### config.mk
export PLATFORM = sky130hd
export DESIGN_NAME = instruction_fetch
export DESIGN_NICKNAME = d
export VERILOG_FILES = /design/src/rtl/cpu_pkg.sv /design/src/rtl/next_pc_calc.sv /design/src/rtl/instruction_fetch.sv
export SDC_FILE = /design/constraint.sdc
export NUM_CORES = 1
export LEC_CHECK = 0
export BUFFER_PORTS_ARGS = -buffer_cell sky130_fd_sc_hd__clkbuf_2
export CAP_MARGIN = 20
export CORE_ASPECT_RATIO = 0.6
export CORE_MARGIN = 3
export CORE_UTILIZATION = 57
export CTS_CLUSTER_DIAMETER = 200
export CTS_CLUSTER_SIZE = 40
export DETAILED_ROUTE_END_ITERATION = 6
export PLACE_DENSITY_LB_ADDON = 0.15
export SYNTH_ARGS = -nofsm -noshare
export SYNTH_HDL_FRONTEND = slang
export SYNTH_SLANG_ARGS = --single-unit
### constraint.sdc
create_clock -name clk -period 5.8 [get_ports clk]
set_clock_uncertainty 0.15 [all_clocks]
set_input_delay 0 -clock clk [delete_from_list [all_inputs] [get_ports clk]]
set_output_delay 0 -clock clk [all_outputs]
set_load 0.03 [all_outputs]
### src/rtl/cpu_pkg.sv
// Shared CPU constants: fetchPC select encodings, the NOP word and the fetch FSM encoding.
// Also holds the word-alignment check used on every redirect target.
package cpu_pkg;

  localparam logic [1:0] FPC_SEQ  = 2'b00;
  localparam logic [1:0] FPC_BR   = 2'b01;
  localparam logic [1:0] FPC_JAL  = 2'b10;
  localparam logic [1:0] FPC_JALR = 2'b11;

  localparam logic [31:0] NOP_INSTR = 32'h0000_0013;

  localparam logic [2:0] RESET_S = 3'd0;
  localparam logic [2:0] REQ     = 3'd1;
  localparam logic [2:0] HOLD    = 3'd2;
  localparam logic [2:0] DRAIN   = 3'd3;
  localparam logic [2:0] FAULT   = 3'd4;

  function automatic logic addr_misaligned(input logic [31:0] addr);
    return (addr[1:0] != 2'b00);
  endfunction

endpackage

### src/rtl/next_pc_calc.sv
// Combinational redirect target selection and misalignment flag.
// All adds wrap modulo 2^32; jalr clears bit 0 of its sum.
module next_pc_calc
  import cpu_pkg::*;
(
  input  logic [1:0]  fetch_sel,
  input  logic        branch_taken,
  input  logic [31:0] redirect_pc,
  input  logic [31:0] redirect_imm,
  input  logic [31:0] redirect_rs1,
  output logic [31:0] target,
  output logic        misaligned
);

  logic [31:0] seq_s;
  logic [31:0] rel_s;
  logic [31:0] jalr_s;

  assign seq_s  = redirect_pc + 32'd4;
  assign rel_s  = redirect_pc + redirect_imm;
  assign jalr_s = (redirect_rs1 + redirect_imm) & 32'hFFFF_FFFE;

  // Target mux driven by the control unit's fetchPC select.
  always_comb begin
    target = seq_s;
    case (fetch_sel)
      FPC_SEQ:  target = seq_s;
      FPC_BR: begin
        if (branch_taken) begin
          target = rel_s;
        end else begin
          target = seq_s;
        end
      end
      FPC_JAL:  target = rel_s;
      FPC_JALR: target = jalr_s;
      default:  target = seq_s;
    endcase
    misaligned = addr_misaligned(target);
  end

endmodule

### src/rtl/instruction_fetch.sv
// Fetch stage: owns the PC, keeps one imem request in flight and holds the
// returned word for decode. Redirects never change the address of an open request.
module instruction_fetch #(
  parameter logic [31:0] RESET_PC  = 32'h0000_0000,
  parameter logic [31:0] NOP_INSTR = cpu_pkg::NOP_INSTR
) (
  input  logic        clk,
  input  logic        rst_n,
  output logic        imem_req,
  output logic [31:0] imem_addr,
  input  logic        imem_ready,
  input  logic [31:0] imem_rdata,
  output logic        if_valid,
  output logic [31:0] if_instr,
  output logic [31:0] if_pc,
  input  logic        id_ready,
  input  logic        redirect_en,
  input  logic [1:0]  fetchPC,
  input  logic        branch_taken,
  input  logic [31:0] redirect_pc,
  input  logic [31:0] redirect_imm,
  input  logic [31:0] redirect_rs1,
  output logic        fetch_fault
);

  import cpu_pkg::*;

  logic [2:0]  state_r;
  logic [2:0]  state_nxt_s;
  logic [31:0] pc_r;
  logic [31:0] pc_nxt_s;
  logic [31:0] pending_pc_r;
  logic [31:0] pending_nxt_s;
  logic [31:0] instr_nxt_s;
  logic [31:0] ifpc_nxt_s;
  logic [31:0] target_s;
  logic        misaligned_s;

  next_pc_calc u_next_pc_calc (
    .fetch_sel    (fetchPC),
    .branch_taken (branch_taken),
    .redirect_pc  (redirect_pc),
    .redirect_imm (redirect_imm),
    .redirect_rs1 (redirect_rs1),
    .target       (target_s),
    .misaligned   (misaligned_s)
  );

  assign imem_addr = pc_r;

  // Next-state, PC and holding-register selection.
  always_comb begin
    state_nxt_s   = state_r;
    pc_nxt_s      = pc_r;
    pending_nxt_s = pending_pc_r;
    instr_nxt_s   = if_instr;
    ifpc_nxt_s    = if_pc;
    case (state_r)
      RESET_S: begin
        if (redirect_en && misaligned_s) begin
          state_nxt_s = FAULT;
        end else if (redirect_en) begin
          pc_nxt_s    = target_s;
          state_nxt_s = REQ;
        end else begin
          state_nxt_s = REQ;
        end
      end
      REQ: begin
        if (redirect_en) begin
          if (misaligned_s) begin
            state_nxt_s = FAULT;
          end else if (imem_ready) begin
            pc_nxt_s    = target_s;
            state_nxt_s = REQ;
          end else begin
            pending_nxt_s = target_s;
            state_nxt_s   = DRAIN;
          end
        end else if (imem_ready) begin
          instr_nxt_s = imem_rdata;
          ifpc_nxt_s  = pc_r;
          state_nxt_s = HOLD;
        end else begin
          state_nxt_s = REQ;
        end
      end
      HOLD: begin
        // A redirect wins over a same-cycle accept; the held word is dropped.
        if (redirect_en) begin
          instr_nxt_s = NOP_INSTR;
          if (misaligned_s) begin
            state_nxt_s = FAULT;
          end else begin
            pc_nxt_s    = target_s;
            state_nxt_s = REQ;
          end
        end else if (id_ready) begin
          instr_nxt_s = NOP_INSTR;
          pc_nxt_s    = pc_r + 32'd4;
          state_nxt_s = REQ;
        end else begin
          state_nxt_s = HOLD;
        end
      end
      DRAIN: begin
        if (redirect_en) begin
          if (misaligned_s) begin
            state_nxt_s = FAULT;
          end else if (imem_ready) begin
            pc_nxt_s    = target_s;
            state_nxt_s = REQ;
          end else begin
            pending_nxt_s = target_s;
            state_nxt_s   = DRAIN;
          end
        end else if (imem_ready) begin
          pc_nxt_s    = pending_pc_r;
          state_nxt_s = REQ;
        end else begin
          state_nxt_s = DRAIN;
        end
      end
      FAULT: begin
        instr_nxt_s = NOP_INSTR;
        state_nxt_s = FAULT;
      end
      default: begin
        instr_nxt_s = NOP_INSTR;
        state_nxt_s = FAULT;
      end
    endcase
  end

  // State and registered outputs; output flags decode the upcoming state.
  always_ff @(posedge clk or negedge rst_n) begin
    if (!rst_n) begin
      state_r      <= RESET_S;
      pc_r         <= RESET_PC;
      pending_pc_r <= RESET_PC;
      imem_req     <= 1'b0;
      if_valid     <= 1'b0;
      if_instr     <= NOP_INSTR;
      if_pc        <= RESET_PC;
      fetch_fault  <= 1'b0;
    end else begin
      state_r      <= state_nxt_s;
      pc_r         <= pc_nxt_s;
      pending_pc_r <= pending_nxt_s;
      imem_req     <= (state_nxt_s == REQ) || (state_nxt_s == DRAIN);
      if_valid     <= (state_nxt_s == HOLD);
      if_instr     <= instr_nxt_s;
      if_pc        <= ifpc_nxt_s;
      fetch_fault  <= (state_nxt_s == FAULT);
    end
  end

endmodule

-- Yosys cells after proc, flatten, opt, wreduce, memory -nomap -nowiden
Cells that the tools add are included.
Widths: inputs -> output; s select.
- register bits after elaboration: 134
- logic and storage cells: 74
- input bits: 136
- $add $sub $neg: 4
- reduce and logical (&&, ||, !) cells: 12
- equality and inequality tests: 18
- bitwise operators: 4
- muxes and demuxes: 28
- operators with widths (operator ; number):
    $mux 32 ; 15
    $pmux 32 s4 ; 2
    $pmux 32 s3 ; 1
    $add 32x3->32 const B ; 2
    $add 32x32->32 ; 2
    $mux 3 ; 6
    $eq 3x2->1 const B ; 4
    $pmux 3 s4 ; 1
    $ne 2x2->1 const B ; 5
    $ne 3x3->1 const B ; 3
    $reduce_and 4->1 ; 2
    $reduce_and 7->1 ; 1
    $eq 3x1->1 const B ; 2
    $mux 2 ; 3
    $eq 2x2->1 const B ; 2
    $not 1->1 ; 4
    $reduce_bool 4->1 ; 1
    $reduce_or 2->1 ; 2
    $eq 3x3->1 const B ; 1
    $logic_not 3->1 ; 1
    $reduce_and 3->1 ; 1
    $eq 2x1->1 const B ; 1
    $logic_not 2->1 ; 1
    $reduce_bool 2->1 ; 1
    2 further kinds ; 2

-- Logic depth before layout (Yosys ltp)
- word-level depth: 9
- gate-level depth with buffers: 14
- mapped depth without buffers: 13

-- By module
Synthesis repeated with hierarchy kept, for this count alone.
- cells, all modules: 1329
- area total of the unflattened synthesis: 11179.5 um2
- by module, submodules not included (module ; cells each ; seq. area each (um2) ; area each (um2) ; times used):
    instruction_fetch ; 726 ; 3357.0 ; 7031.7 ; 1
    next_pc_calc ; 603 ; 0.0 ; 4147.7 ; 1

-- Worst setup path before layout
Ideal clock, no wire load.
- kind: register to register
- start: register pc_r[2] (netlist: imem_addr[2])
- end: register pc_r[30] (netlist: imem_addr[30])
- arrival: 2.603 ns
- period minus slack after synthesis: 2.876 ns
- slack: 2.924 ns
- library setup time: 0.123 ns
- stages on the path, launching flop included: 12
- path buffers: 0
- data required time: 5.527 ns
- cells stage by stage: dfrtp_1 > ha_1 > nand3_1 > nor4_1 > and2_1 > nor2b_1 > a21oi_1 > nor2_1 > a21oi_1 > a211oi_1 > nor2_1 > o221a_2
- longest elaborated chain between the ends: 4
- RTL lines (item ; RTL line ; text):
    start: declaration ; instruction_fetch.sv:30 ; logic [31:0] pc_r;
    start signal: assignment ; instruction_fetch.sv:148 ; pc_r <= pc_nxt_s;
    $add 32x3->32 ; instruction_fetch.sv:100 ; pc_nxt_s = pc_r + 32'd4;
    $mux 32 ; instruction_fetch.sv:98 ; end else if (id_ready) begin
    $mux 32 ; instruction_fetch.sv:90 ; if (redirect_en) begin
    $pmux 32 s4 ; instruction_fetch.sv:58 ; case (state_r)
No other way between the ends. The select of a mux whose other input is x is not followed.
A chain may end at the register's enable or synchronous reset.

-- Worst setup path in the final report
- start: input port redirect_pc[0]
- end: register pc_r[27] (netlist: imem_addr[27])
- longest elaborated chain between the ends: 7
- elaborated cells between the ends (all ways): 18
- those cells by class: add/sub (2); eq/ne (2); mux (11); reduce/logical (3)
- RTL lines (item ; RTL line ; text):
    start: declaration ; instruction_fetch.sv:20 ; input logic [31:0] redirect_pc,
    $add 32x3->32 or $add 32x32->32 (tied branches) ; next_pc_calc.sv:19, next_pc_calc.sv:20 ;
    $mux 32 ; next_pc_calc.sv:29 ; if (branch_taken) begin
    $pmux 32 s4 (*) ; next_pc_calc.sv:26 ; case (fetch_sel)
    $mux 32 or $reduce_bool 2->1 (tied branches) ; instruction_fetch.sv:73, instruction_fetch.sv:110, cpu_pkg.sv:19 ;
    $mux 32 or $logic_and 1x1->1 (tied branches) ; instruction_fetch.sv:71, instruction_fetch.sv:60 ;
    $mux 32, or another cell as far along ; instruction_fetch.sv:107 ; if (redirect_en) begin
    $pmux 32 s4 or $reduce_and 7->1 (tied branches) ; - ;
Every way passes the cells marked *; elsewhere a longest branch is shown, timed or not. The select of a mux whose other input is x is not followed.

==> flow_metrics.env <==
export IMPL_fillerInstances=1371
export IMPL_post_synth_main_area_contributors="sky130_fd_sc_hd__dfrtp_1 31%, sky130_fd_sc_hd__ha_1 7.4%, sky130_fd_sc_hd__nand2_1 6.3%"
export IMPL_clk_path_buf_depth=2
export IMPL_yosys_warnings=0
export IMPL_wl_met1_mm=15.25
export IMPL_cts_resized_gates=0
export IMPL_drc_errors=0
export IMPL_cts_sinks=134
export IMPL_timing_max_slew_rel_slack_pct=26.18
export IMPL_area_growth_synth_to_final_pct=22.39
export IMPL_gp_congestion=1.024
export IMPL_reg2reg_from="state_r[1]"
export IMPL_ir_worst_vdd_uv=217.3
export IMPL_max_freq_ghz=0.2657
export IMPL_grt_max_degree=69
export IMPL_timing_setup_critical_path_class="input pin to flip-flop"
export IMPL_fin_worst_hold_slack_ps=6.071
export IMPL_grt_util_all_layers_pct=33.66
export IMPL_tightest_slew_ps=1099
export IMPL_top_library_cells_by_usage_in_the_layout_fill_and_taps_aside="233 x sky130_fd_sc_hd__clkbuf_2, 178 x sky130_fd_sc_hd__nand2_1, 131 x sky130_fd_sc_hd__dfrtp_1"
export IMPL_die_ht_um=111.8
export IMPL_critPathCapture="imem_addr[27]"
export IMPL_syn_area_um2=10630
export IMPL_final_antenna_net_count=0
export IMPL_synthDistinctLibCells=78
export IMPL_std_cell_rows=37
export IMPL_timing_final_max_slew_violations=0
export IMPL_layout_min_cycle_time_ps=3764
export IMPL_worst_hold_path_type="input pin to asynchronous set/reset pin"
export IMPL_crit_fanout=18
export IMPL_mappedNetlistNets=1475
export IMPL_maxUsedRoutingLayer="met4"
export IMPL_portBuffers=234
export IMPL_synth_ff_latch_count=134
export IMPL_max_cap_violations=0
export IMPL_die_area_um2=20370
export IMPL_dominantRegCellSynth="sky130_fd_sc_hd__dfrtp_1"
export IMPL_drt_total_wl_mm=35.11
export IMPL_setup_violations_final=0
export IMPL_worst_setup_hold_path_clk_slew_ps=60
export IMPL_post_synth_inst_count=1274
export IMPL_regToRegEndpoint="imem_addr[24]"
export IMPL_drt_initial_drc_count=1343
export IMPL_synth_top_area_share_pct=30.85
export IMPL_clk_latency_ps=420
export IMPL_synth_enable_flop_cells=0
export IMPL_initial_utilization_pct=60.09
export IMPL_grt_overflow=0
export IMPL_synth_yosys_seq_area_share_pct=31.59
export IMPL_layout_commonest_cell="sky130_fd_sc_hd__clkbuf_2"
export IMPL_vias_after_detailed_routing=11317
export IMPL_cts_inserted_buffers=17
export IMPL_dp_hpwl_mm=26.37
export IMPL_cp_arrival_ps=3870
export IMPL_vias_in_the_first_global_route=10482
export IMPL_io_pins=235
export IMPL_multi_input_comb_area_um2=6963
export IMPL_ctsRootBufferMaster="sky130_fd_sc_hd__clkbuf_16"
export IMPL_critical_path_startpoint="redirect_pc[0]"
export IMPL_floorplan_core_area_um2=17680
export IMPL_postSynthAreaPerCell_um2=8.341
export IMPL_tritoncts="built"
export IMPL_avgRoutedWirePerCell_um=19.91
export IMPL_die_width_um=182.3
export IMPL_dp_cells=1691
export IMPL_synth_async_reset_ratio_pct=100.0
export IMPL_antenna_found_initial=0
export IMPL_yosys_area_top_type="sky130_fd_sc_hd__dfrtp_1"
export IMPL_detail_route_vias_per_cell=6.419
export IMPL_layoutNonFillerInstCount=1763
export IMPL_power_density_nw_per_um2=252.1
export IMPL_drtPass1Iterations=6
export IMPL_crit_path_end_kind="flip-flop"
export IMPL_required_ps=5910
export IMPL_rsz0062_at_grt="no"
export IMPL_cts_htree_levels=4
export IMPL_final_layout_size_suffix_gt1_share_pct=22.89
export IMPL_finalCritPeriodShare_pct=64.89
export IMPL_worst_r2r_cell_count=10
export IMPL_final_tns_setup_ps=0
export IMPL_postCtsSetupBuffers=0
export IMPL_first_pass_grt_wire_length_mm=55.66
export IMPL_antennaDiodeCount=0
export IMPL_run_status="complete, no violations"
export IMPL_worst_setup_path_start_kind="input pin"
export IMPL_routed_wl_met2_mm=15.36
export IMPL_cts_hold_buf=39
export IMPL_fin_nets=1717
export IMPL_final_hold_viol_count=0
export IMPL_met3_wl_mm=3.950
export IMPL_power_leakage_nw=6.061
export IMPL_rrSetupSlack_ps=2520
export IMPL_ff_latch_area_um2=3357
==> kinds of logic (layout without fill, tap and decap cells) <==
family          count (synthesis)  after routing  synth area share, %
mux                            49             49                5.157
flops                         134            134                31.59
compound gates                402            402                24.68
xor+xnor                       96             96                7.912
buf+inv                        89            344                3.203
fa+ha+maj                      65             65                7.795
simple gates                  439            439                19.66
==> sequential cells by signal (all words and copies together), names as in the netlist <==
| signal | count |
|---|---|
| if_instr | 32 |
| if_pc | 32 |
| imem_addr | 32 |
| pending_pc_r | 32 |
| state_r | 3 |
| fetch_fault | 1 |
| if_valid | 1 |
| imem_req | 1 |
==> cell usage after synthesis, types with 12 or more instances <==
master and instances:
sky130_fd_sc_hd__a21o_1 20, sky130_fd_sc_hd__a21oi_1 95, sky130_fd_sc_hd__a22oi_1 14, sky130_fd_sc_hd__a31oi_1 13
sky130_fd_sc_hd__and3_1 20, sky130_fd_sc_hd__clkbuf_1 59, sky130_fd_sc_hd__dfrtp_1 131, sky130_fd_sc_hd__ha_1 63
sky130_fd_sc_hd__inv_1 24, sky130_fd_sc_hd__mux2_2 43, sky130_fd_sc_hd__nand2_1 179, sky130_fd_sc_hd__nand2b_1 23
sky130_fd_sc_hd__nand3_1 43, sky130_fd_sc_hd__nand4_1 22, sky130_fd_sc_hd__nor2_1 74, sky130_fd_sc_hd__nor2b_1 15
sky130_fd_sc_hd__nor3_1 17, sky130_fd_sc_hd__o21a_1 13, sky130_fd_sc_hd__o21ai_0 106, sky130_fd_sc_hd__o21ai_1 15
sky130_fd_sc_hd__o22ai_1 12, sky130_fd_sc_hd__xnor2_1 50, sky130_fd_sc_hd__xor2_1 46
==> worst min-delay path by stage <==
stage / from / end / slack [ps] / cells past startpoint
3_3_place_gp: rst_n / if_pc[10] / -120 / 1
3_5_place_dp: rst_n / if_pc[10] / -120 / 1
5_1_grt: redirect_pc[30] / pending_pc_r[30] / 50 / 5
6_report: rst_n / pending_pc_r[4] / 6 / 2
4_1_cts: redirect_en / imem_req / 7 / 4
2_1_floorplan: rst_n / fetch_fault / -450 / 0
==> critical path, stage by stage <==
cell	delay, ps
sky130_fd_sc_hd__clkbuf_2	110
sky130_fd_sc_hd__ha_1	170
sky130_fd_sc_hd__inv_1	50
sky130_fd_sc_hd__fa_1	490
sky130_fd_sc_hd__and3_1	160
sky130_fd_sc_hd__o21bai_1	90
sky130_fd_sc_hd__a211oi_2	440
sky130_fd_sc_hd__nor3_1	160
sky130_fd_sc_hd__nor4_4	920
sky130_fd_sc_hd__nand2_1	750
sky130_fd_sc_hd__a32oi_1	380
sky130_fd_sc_hd__o221ai_1	150
==> stage by stage <==
stage	power [mW]	area (µm²)	utilization [%]	worst slack [ps]
after global placement	2.095	11980	67.73	1939
after global routing	3.424	13010	73.55	1890
after floorplan	1.772	10630	-	2924
after CTS	3.262	13000	73.52	2231
after detailed placement	2.116	11990	67.82	1796
final	3.279	13010	73.55	2036
==> power breakdown <==
group	total, mW	internal [mW]	switching (mW)
Sequential	1.15	1.01	0.140
Clock	1.13	0.711	0.415
Combinational	1.00	0.389	0.612
Total	3.28	2.11	1.17
==> layout make-up <==
cell class              count  area share (%)
multi-input cells        1051           53.54
flip-flops and latches    134           25.81
repair buffers            288           12.96
clock buffers              21           3.617
well taps                 234           2.251
clock inverters            11           1.135
inverters                  24          0.6926
==> layer usage <==
metal  up-vias  global-route usage, %
met5         -                      0
met4         0                  7.911
met3        58                  8.423
met2       665                  49.89
met1      5413                  49.57
li1       5181                      -
Note: power is estimated with default switching activity, not from simulation.
